**src/rtl/cac_link_pkg.sv**
```systemverilog
// Shared types and defaults for the CAC link arbiter.
// The coder payload width mirrors BLEN_07 (7-TSV Fibonacci CAC carries 5 bits).
package cac_link_pkg;

    typedef enum logic {
        IDLE = 1'b0,
        SEND = 1'b1
    } state_e;

    localparam int DEFAULT_N_REQ     = 4;
    localparam int DEFAULT_DATA_W    = 5;
    localparam int DEFAULT_BURST_MAX = 2;
    localparam int DEFAULT_CNT_W     = 16;

    // Width of a requester index; never below 1 so the tag port always exists.
    function automatic int src_w(input int n_req);
        return (n_req < 2) ? 1 : $clog2(n_req);
    endfunction

endpackage

```
**src/rtl/cac_link_arbiter_rr_pick.sv**
```systemverilog
// Combinational cyclic priority picker: first set request at or after the
// pointer, wrapping past N-1, returned as one-hot and as an index.
module rr_pick
    import cac_link_pkg::*;
#(
    parameter int N  = DEFAULT_N_REQ,
    parameter int SW = src_w(N)
) (
    input  logic [N-1:0]  req_i,
    input  logic [SW-1:0] ptr_i,
    output logic [N-1:0]  grant_o,
    output logic [SW-1:0] idx_o,
    output logic          any_o
);

    always_comb begin
        grant_o = '0;
        idx_o   = '0;
        any_o   = 1'b0;
        for (int i = 0; i < N; i++) begin
            if (!any_o && req_i[(int'(ptr_i) + i) % N]) begin
                any_o                            = 1'b1;
                grant_o[(int'(ptr_i) + i) % N]   = 1'b1;
                idx_o                            = SW'((int'(ptr_i) + i) % N);
            end
        end
    end

endmodule

```
**src/rtl/cac_link_arbiter.sv**
```systemverilog
// Round-robin sequencer sharing one CACcoder_7 between N_REQ requesters;
// registers the granted word onto the coder and tags the coded TSV word with its source.
module cac_link_arbiter
    import cac_link_pkg::*;
#(
    parameter int N_REQ     = DEFAULT_N_REQ,
    parameter int DATA_W    = DEFAULT_DATA_W,
    parameter int BURST_MAX = DEFAULT_BURST_MAX,
    parameter int CNT_W     = DEFAULT_CNT_W
) (
    input  logic                      clock,
    input  logic                      reset,
    input  logic [N_REQ-1:0]          req_valid,
    input  logic [N_REQ*DATA_W-1:0]   req_data,
    output logic [N_REQ-1:0]          req_ready,
    input  logic                      tx_ready,
    output logic [DATA_W-1:0]         coder_data,
    output logic                      coder_strobe,
    output logic                      link_valid,
    output logic [src_w(N_REQ)-1:0]   link_src,
    output logic                      busy,
    output logic [CNT_W-1:0]          word_count
);

    localparam int SRC_W = src_w(N_REQ);
    localparam int BC_W  = $clog2(BURST_MAX + 1);

    state_e             state_q, state_d;
    logic [SRC_W-1:0]   owner_q, owner_d;
    logic [N_REQ-1:0]   owner_oh_q, owner_oh_d;
    logic [SRC_W-1:0]   ptr_q, ptr_d;
    logic [BC_W-1:0]    burst_q, burst_d;

    logic [DATA_W-1:0]  coder_data_q;
    logic               coder_strobe_q;
    logic [SRC_W-1:0]   src1_q;
    logic [SRC_W-1:0]   link_src_q;
    logic               link_valid_q;
    logic [CNT_W-1:0]   word_count_q;

    logic [N_REQ-1:0]   pick_oh;
    logic [SRC_W-1:0]   pick_idx;
    logic               pick_any;

    logic               owner_valid;
    logic               others_valid;
    logic               xfer;
    logic [BC_W-1:0]    burst_inc;
    logic               at_max;
    logic [SRC_W-1:0]   ptr_after_owner;
    logic [DATA_W-1:0]  sel_word;

    rr_pick #(
        .N  (N_REQ),
        .SW (SRC_W)
    ) u_pick (
        .req_i   (req_valid),
        .ptr_i   (ptr_q),
        .grant_o (pick_oh),
        .idx_o   (pick_idx),
        .any_o   (pick_any)
    );

    assign owner_valid     = |(req_valid & owner_oh_q);
    assign others_valid    = |(req_valid & ~owner_oh_q);
    assign xfer            = (state_q == SEND) && owner_valid && tx_ready;
    assign burst_inc       = burst_q + 1'b1;
    assign at_max          = (burst_inc == BC_W'(BURST_MAX));
    assign ptr_after_owner = (owner_q == SRC_W'(N_REQ - 1)) ? '0 : owner_q + 1'b1;

    always_comb begin
        sel_word = '0;
        for (int i = 0; i < N_REQ; i++) begin
            if (owner_q == SRC_W'(i)) begin
                sel_word = req_data[i*DATA_W +: DATA_W];
            end
        end
    end

    // State register
    always_ff @(posedge clock) begin
        if (reset) begin
            state_q    <= IDLE;
            owner_q    <= '0;
            owner_oh_q <= N_REQ'(1);
            ptr_q      <= '0;
            burst_q    <= '0;
        end else begin
            state_q    <= state_d;
            owner_q    <= owner_d;
            owner_oh_q <= owner_oh_d;
            ptr_q      <= ptr_d;
            burst_q    <= burst_d;
        end
    end

    // Next state: a grant is released when the owner goes quiet, or when the
    // burst is spent and somebody else is waiting; a lone requester keeps it.
    always_comb begin
        state_d    = state_q;
        owner_d    = owner_q;
        owner_oh_d = owner_oh_q;
        ptr_d      = ptr_q;
        burst_d    = burst_q;
        case (state_q)
            IDLE: begin
                if (pick_any) begin
                    owner_d    = pick_idx;
                    owner_oh_d = pick_oh;
                    state_d    = SEND;
                end
            end
            SEND: begin
                if (!owner_valid) begin
                    state_d = IDLE;
                    ptr_d   = ptr_after_owner;
                    burst_d = '0;
                end else if (xfer) begin
                    if (at_max && others_valid) begin
                        state_d = IDLE;
                        ptr_d   = ptr_after_owner;
                        burst_d = '0;
                    end else if (at_max) begin
                        burst_d = '0;
                    end else begin
                        burst_d = burst_inc;
                    end
                end
            end
            default: state_d = IDLE;
        endcase
    end

    // Handshake: requester i hands over a word at a rising edge where
    // req_valid[i] & req_ready[i]; ready is offered only to the owner while
    // the link accepts, and a requester must hold valid and data until taken.
    always_comb begin
        busy      = (state_q != IDLE);
        req_ready = '0;
        if (state_q == SEND && tx_ready) begin
            req_ready = req_valid & owner_oh_q;
        end
    end

    always_ff @(posedge clock) begin
        if (reset) begin
            coder_data_q   <= '0;
            coder_strobe_q <= 1'b0;
            src1_q         <= '0;
            link_src_q     <= '0;
            link_valid_q   <= 1'b0;
            word_count_q   <= '0;
        end else begin
            coder_strobe_q <= xfer;
            link_valid_q   <= coder_strobe_q;
            link_src_q     <= src1_q;
            if (xfer) begin
                coder_data_q <= sel_word;
                src1_q       <= owner_q;
                word_count_q <= word_count_q + 1'b1;
            end
        end
    end

    assign coder_data   = coder_data_q;
    assign coder_strobe = coder_strobe_q;
    assign link_valid   = link_valid_q;
    assign link_src     = link_src_q;
    assign word_count   = word_count_q;

endmodule
```
**config.mk**
```make
export PLATFORM = sky130hd
export DESIGN_NAME = cac_link_arbiter
export DESIGN_NICKNAME = d
export VERILOG_FILES = /design/src/rtl/cac_link_pkg.sv /design/src/rtl/cac_link_arbiter_rr_pick.sv /design/src/rtl/cac_link_arbiter.sv
export SDC_FILE = /design/constraint.sdc
export NUM_CORES = 1
export LEC_CHECK = 0
export CORE_MARGIN = 5
export CORE_UTILIZATION = 53
export DETAILED_ROUTE_END_ITERATION = 10
export GPL_TIMING_DRIVEN = 0
export PLACE_DENSITY = 0.85
export SETUP_SLACK_MARGIN = 0.3
export SLEW_MARGIN = 20
export SYNTH_ARGS = -nofsm -noshare
export SYNTH_HDL_FRONTEND = slang
export SYNTH_HIERARCHICAL = 1
export SYNTH_SLANG_ARGS = --single-unit
```
**constraint.sdc**
```tcl
create_clock -name clock -period 4.4 [get_ports clock]
set_input_delay 0.88 -clock clock [delete_from_list [all_inputs] [get_ports clock]]
set_output_delay 0.88 -clock clock [all_outputs]
set_load 0.1 [all_outputs]
```
-- Word-level counts from Yosys, hierarchy flattened
Cells that the tools add are included.
- add/sub/neg operators: 6
- multipliers: 0
- div/mod/pow operators: 0
- order comparisons: 8
- eq/ne operators: 6
- shift operators: 0
- multiplexer cells: 49
- bitwise logic cells: 10
- reductions and logical operators: 23
- operator list (operator ; count):
    two-way mux 2 bit ; 12
    two-way mux 4 bit ; 5
    two-way mux 5 bit ; 4
    two-way mux 1 bit ; 19
    adder 16 x 1 -> 16 bit (second input constant) ; 1
    < comparator 3 x 4 -> 1 bit (second input constant) ; 3
    OR 4 bit ; 3
    logical AND 1 bit ; 11
    >= comparator 3 x 1 -> 1 bit (second input constant) ; 3
    bitwise AND 4 bit ; 2
    binary-select mux 1 bit (select 2 bit) ; 4
    demux 1 bit (select 2 bit) ; 4
    OR reduction 4 bit ; 2
    adder 2 x 1 -> 2 bit (second input constant) ; 3
    equality test 2 bit (second input constant) ; 3
    OR reduction 2 bit ; 3
    adder 2 bit (second input constant) ; 2
    inequality test 2 x 1 -> 1 bit (second input constant) ; 2
    inverter 4 bit ; 1
    AND reduction 2 bit ; 2
    bitwise AND 1 bit (first input constant) ; 3
    logical NOT 1 bit ; 3
    < comparator 2 x 3 -> 1 bit (second input constant) ; 1
    AND reduction 3 bit ; 1
    other kinds (5) ; 5
- register bits after elaboration: 38
- latch bits: 0
- RAM bits: 0
- memory bits (read-only): 0
- input bits: 27
- output and inout port bits: 30
- logic and storage cells: 113
- memories: 0

-- Depth between registers and ports, before layout
- word-level depth: 16
- mapped depth: 12
- mapped depth without buffers: 9

-- Hierarchy
Netlist, hierarchy kept.
- modules (own cells, without submodules) (module ; times used ; cells an instance ; area an instance (µm²) ; seq. area each (µm²)):
    cac_link_arbiter ; 1 ; 220 ; 1853.0 ; 760.7
    rr_pick ; 1 ; 45 ; 419.2 ; 0.0

-- Worst setup path after synthesis
Ideal clock, no wire load.
- path kind: register to output
- start point: register state_q (netlist: busy)
- end point: output req_ready[0]
- data arrival time: 2.300 ns
- data required time: 3.520 ns
- slack: 1.220 ns
- stages on the path, launching flop included: 4
- buffers on the path: 1
- cells stage by stage: dfxtp_1 buf_2 and2_0 and3_1
- word-level cells in the longest chain between the ends: 2
- ends and longest elaborated chain (item ; line ; source):
    start: declaration ; cac_link_arbiter.sv:28 ; state_e state_q, state_d;
    start signal: assignment ; cac_link_arbiter.sv:89 ; state_q <= state_d;
    logical AND 1 bit ; cac_link_arbiter.sv:140 ; if (state_q == SEND && tx_ready) begin
    two-way mux 4 bit ; cac_link_arbiter.sv:140 ;
    end: declaration ; cac_link_arbiter.sv:15 ; output logic [N_REQ-1:0] req_ready,
Every way passes these cells.

-- Worst setup path in the final report
- start point: input tx_ready
- end point: output req_ready[2]
- word-level cells in the longest chain between the ends: 2
- ends and longest elaborated chain (item ; line ; source):
    start: declaration ; cac_link_arbiter.sv:16 ; input logic tx_ready,
    logical AND 1 bit ; cac_link_arbiter.sv:140 ;
    two-way mux 4 bit ; cac_link_arbiter.sv:140 ;
Every way passes these cells.

==> results.md <==
- # hold bufs at CTS: 0
- Root buf cell: clkbuf_8
- H-tree Lvls: 2
- Die area: 0.00570 mm^2
- FILL cells: 315
- Final TNS setup: 0 ps
- Largest net degree at the start of global routing: 12
- Critical path required time: 3520 ps
- Diode count: 0
- RSZ-0062 raised after global routing: false
- GRT Total Usage: 20.6%
- Drt total wl: 5680 um
- CTS resizes: 0
- Dpl ws: 439 ps
- Critical Path Source Type: primary input
- Hold Path Origin: burst_q[1]
- Via density: 5.91
- Number of cell rows: 23
- Start of the worst register-to-register path: ptr_q[1]
- Iter 0 DRT Violations: 107
- P&R area growth vs syn: 31.0%
- Fin util: 72.8%
- Placed cells: 370
- FF-to-FF path depth: 9
- Port Buffers: 55
- Post-CTS setup buffer count: 0
- VDD IR max: 0.202 mV
- Register area share after synthesis: 33.5%
- Post-route cell area: 0.00298 mm^2
- Hold path depth: 2
- RePlAce Congestion: 0.870
- Crit Path Class: in2out
- Die H: 75.5 um
- Dpl cell area: 0.00289 mm^2
- Non-Filler Instances: 378
- Clock Sink Count: 38
- Count of cell types in the netlist: 49
- Max Cap Violations: 0
- Most used cell, CP: clkdlybuf4s50_1
- Pins Over Slew Limit: 0
- Period utilisation layout: 90.6%
- Final hold vios: 0
- Maximum root-to-sink buffer count: 2
- CTS Buf Count: 5
- TritonRoute pass-1 iters: 4
- Hold Path Class: reg2reg
- WL/cell: 15.0 um
- Worst Path Max Fanout: 6
- Slew HR: 34.1%
- Cell chain of the critical path: clkdlybuf4s50_1, and2_0, and3_1, clkdlybuf4s50_1
- Slowest-stage cell, CP: clkdlybuf4s50_1
- Initial antenna violation count: 0
- Die X: 75.5 um
- Status: finished, final reports clean
- Setup Viol. Count Final: 0
- Initial core utilization: 55.6%
- Ys Warns: 6
- Global route overflow: 0
- Seq. cell area: 761 um^2
- Crit path DAT: 3110 ps
- ANT nets after route: 0
- Mapped Cells: 265
- Footprint of the multi-input gates: 0.00137 mm^2
- Syn nets: 302
- Synth Register Bits: 38
- Vias in the first global route: 2027
- Total leakage power: 1.05 nW
- Final net count: 364
- Worst-path clk slew: 70 ps
- First-pass GRT wire length: 9210 um
- Setup crit start: tx_ready
- Mapped Area: 0.00227 mm^2
- Clock skew: 6.73 ps
- Mean Syn Cell Area: 8.57 um^2
- DRC Markers: 0
- Critical Path End Type: output port
- CTS tree: done
- Top Ports: 57
- Clock latency reported for the late side of the worst-skew pair: 290 ps
- Total core area: 0.00409 mm^2
- Minimum clock period after layout: 3990 ps
- Routed via count: 2235
- Worst-Margin Slew: 985 ps
- DP HPWL: 4300 um
- Layout cells sized above 1: 7.93%
- Final worst slack: 415 ps
- Pwr per Cell Area: 384 mW/mm^2
- CP peak stage delay: 1130 ps
- Max Clock Freq: 251 MHz
==> routing by layer <==
layer	wire length, um	up-vias	GRT usage, %
li1	-	1092	-
met1	2490	1059	26.9
met2	2600	76	34.0
met3	506	8	4.49
met4	80	0	6.02
met5	0	-	0
==> logic make-up (layout without fill, tap and decap cells) <==
family | Yosys count | after routing | share of synthesized area (%)
DFF | 38 | 38 | 33.5
AOI/OAI and AO/OA | 76 | 76 | 22.5
muxes | 12 | 12 | 7.98
adders and majority gates | 10 | 10 | 5.51
xor gates and xnor gates | 8 | 8 | 3.08
and+or+nand+nor | 89 | 89 | 21.4
buffers and inverters | 32 | 95 | 6.11
==> path summary, 6_finish.rpt <==
path / end / slack, ps
worst max-delay path: req_ready[2] / 410
worst min-delay path: burst_q[1] / 430
worst max register to register: owner_oh_q[0] / 1660
worst min register to register: burst_q[1] / 430
==> critical path: cells and delay by family <==
family,cells,cell delay (ps)
simple gates,2,520
buf+inv,2,1690
==> cell usage in the layout (no fill, tap or decap), types with 2 or more instances in the layout <==
cell             synthesis  final
buf_6                    2      2
o21ai_0                 10     10
inv_1                   16     16
buf_1                    4      4
clkbuf_1                 7      8
clkdlybuf4s50_1          0     55
a211oi_1                 5      5
nand2b_1                 8      8
o31ai_1                  6      6
a22oi_1                 10     10
clkbuf_8                 0      6
nor2_1                  26     26
mux4_1                   2      2
and3_1                   5      5
or4_1                    4      4
nor3_1                   9      9
nand3_1                  4      4
ha_1                    10     10
mux2_2                   3      3
nor2b_1                  6      6
a211o_1                  2      2
mux2i_1                  5      5
a221oi_1                 5      5
nand4_1                  4      4
a21oi_1                 24     24
xnor2_1                  8      8
buf_2                    2      2
a31o_2                   4      4
mux4_2                   2      2
dfxtp_1                 38     38
a2bb2oi_1                2      2
nand2_1                 13     13
==> cell type report <==
cell class / count / share of cell area, %
buffer: 16 / 2.65
clock buffer: 7 / 2.90
clock inverter: 1 / 0.168
inverter: 16 / 2.02
multi-input combinational: 195 / 46.1
sequential: 38 / 25.6
tap: 50 / 2.10
timing repair buffer: 55 / 18.5
==> flip-flops by register name (all words and copies together), names as in the netlist, 2 cells and up <==
| signal | count |
|---|---|
| link_src | 2 |
| ptr_q | 2 |
| burst_q | 2 |
| word_count | 16 |
| src1_q | 2 |
| coder_data | 5 |
| owner_oh_q | 4 |
| owner_q | 2 |
==> Yosys cell counts (all sizes together) <==
library cell,number,area [um^2]
a211o,2,17.5
mux4,4,97.6
mux2i,5,50.1
a21o,1,7.51
clkbuf,8,31.3
nand2b,8,50.1
a41oi,1,8.76
o41ai,1,8.76
xnor2,8,70.1
nor2b,6,37.5
o21ai,10,50.1
or2,1,6.26
nor4,1,6.26
or4b,1,10.0
a22oi,10,75.1
o31ai,6,45.0
a211oi,5,37.5
a2bb2oi,2,17.5
nor2,26,97.6
inv,16,60.1
a31o,4,35.0
nor4b,1,23.8
and2b,1,8.76
a221oi,5,43.8
and3,5,31.3
a2111oi,1,8.76
o311ai,1,8.76
nand3b,1,7.51
and2,1,6.26
buf,8,47.5
nand4,5,37.5
nor3,9,45.0
nand3,4,20.0
nand4b,1,8.76
o211ai,1,7.51
or4,4,30.0
a21oi,25,129
ha,10,125
nand2,13,48.8
mux2,3,33.8
a32o,1,10.0
and4,1,10.0
dfxtp,38,761
==> where the power goes <==
group / internal, W / total (W) / switching [W]
Combinational: 0.000192 / 0.000495 / 0.000303
Sequential: 0.000376 / 0.000404 / 0.0000285
Clock: 0.000126 / 0.000244 / 0.000118
==> per-stage QoR <==
stage,hold WS [ps],power (W)
after floorplan,404,0.000784
final,434,0.00114
after global routing,460,0.00121
after detailed placement,421,0.000903
after CTS,431,0.00115
after global placement,413,0.000890
No activity file was read; power rests on OpenSTA's default activity.
==> RTL change (config.mk and constraints unchanged) <==
`link_src_q` no longer has a reset.
--- a/src/rtl/cac_link_arbiter.sv
+++ b/src/rtl/cac_link_arbiter.sv
@@ -148,5 +148,4 @@
             coder_strobe_q <= 1'b0;
             src1_q         <= '0;
-            link_src_q     <= '0;
             link_valid_q   <= 1'b0;
             word_count_q   <= '0;
@@ -154,5 +153,4 @@
             coder_strobe_q <= xfer;
             link_valid_q   <= coder_strobe_q;
-            link_src_q     <= src1_q;
             if (xfer) begin
                 coder_data_q <= sel_word;
@@ -161,4 +159,8 @@
             end
         end
+    end
+
+    always_ff @(posedge clock) begin
+        link_src_q <= src1_q;
     end
 
Check against the original RTL: differs if reset is asserted again (counterexample within 4 cycles, from zero or initial values and one cycle with reset high); with reset held inactive, the same outputs for 4 cycles.
==> RTL change against the original RTL <==
Synthesized area decreased by 0.17%; total power decreased by 3.6%; sequential power about the same; worst setup slack improved by 0.24 ns; largest cell class unchanged; combinational power decreased by 5.3%; design area about the same; clock power decreased by 5%; sequential cell count unchanged; largest power group unchanged; routed wire length decreased by 3.6%.
==> RTL change: results <==
group,metric,value,unit
hold_path,hold_depth,0,
grt,grt_pass1_vias,2001,
placed_design,place_ws,0.649,ns
finish,buffers,73,
finish,multi_input_area_share,45.4,%
logic_synthesis,syn_nets,301,
grt,grt_pass1_wl,9.09,mm
placed_design,dpl.hpwl,4.08,mm
logic_synthesis,synth.area.top_cells,"dfxtp_1 34%, ha_1 5.5%, a21oi_1 4.9%",
timing,hold_ws,0.352,ns
power,vdd_ir_drop_max,200,µV
worst_setup_path,cp.arrival,2.86,ns
placed_design,gp_congestion,0.920,
run_status,status,"completed",
finish,fin_util,72.8,%
worst_setup_path,crit_path_start,"req_valid[3]",
worst_setup_path,cp-endpoint,"req_ready[3]",
placed_design,port_buffers,56,
finish,seq_cells,38,
logic_synthesis,yosys-top-cells-count,"38 x dfxtp_1, 24 x nor2_1, 22 x a21oi_1",
finish,multi_input_area,0.00135,mm²
worst_setup_path,cpPeakStageDelay,1.15,ns
routing,vias_per_cell,5.78,
finish,n_fill_cell,339,
finish,signal_buffer_area_fraction,22.1,%
finish,nClkBuffers,6,
routing,detail_route.wl_per_cell,14.6,µm
finish,final_layout_size_suffix_gt1_share,6.75,%
power,total_leakage_power,1.02,nW
grt,grt_util_all_layers,20.3,%
grt,grt_max_degree,11,
timing,relSlewSlack,33.4,%
routing,wirelength,5.47,mm
logic_synthesis,synth_cell_types,48,
logic_synthesis,yosysSeqAreaShare,33.5,%
finish,clkCellAreaFrac,2.78,%
routing,drt_iter0_drc,139,
RTL change: changes by cell type in the layout (fill, tap and decap cells not counted), moves of 4 or more:
cell	before	now
a31o_2	4	0
nand3b_1	1	5
o31ai_1	6	11
or4_1	4	10
xnor2_1	8	4
RTL change: cell families after synthesis:
family,synth area share (%)
XOR/XNOR,1.93
adder cells (fa/ha/maj),5.52
multiplexers,7.06
buffers and inverters,6.95
AND/OR/NAND/NOR,23.2
flip-flops,33.5
AO/OA/AOI/OAI,21.8
RTL change: per-layer routing:
| layer | up-vias | global-route usage (%) | wire length [µm] |
|---|---|---|---|
| li1 | 1109 | - | - |
| met1 | 990 | 25.6 | 2390 |
| met2 | 65 | 33.2 | 2590 |
| met3 | 8 | 6.33 | 414 |
| met4 | 0 | 6.60 | 72 |
| met5 | - | 0 | 0 |
RTL change: where the power goes:
part           switching [mW]  internal [mW]
Combinational           0.280          0.189
Clock                   0.111          0.121
Sequential             0.0303          0.373
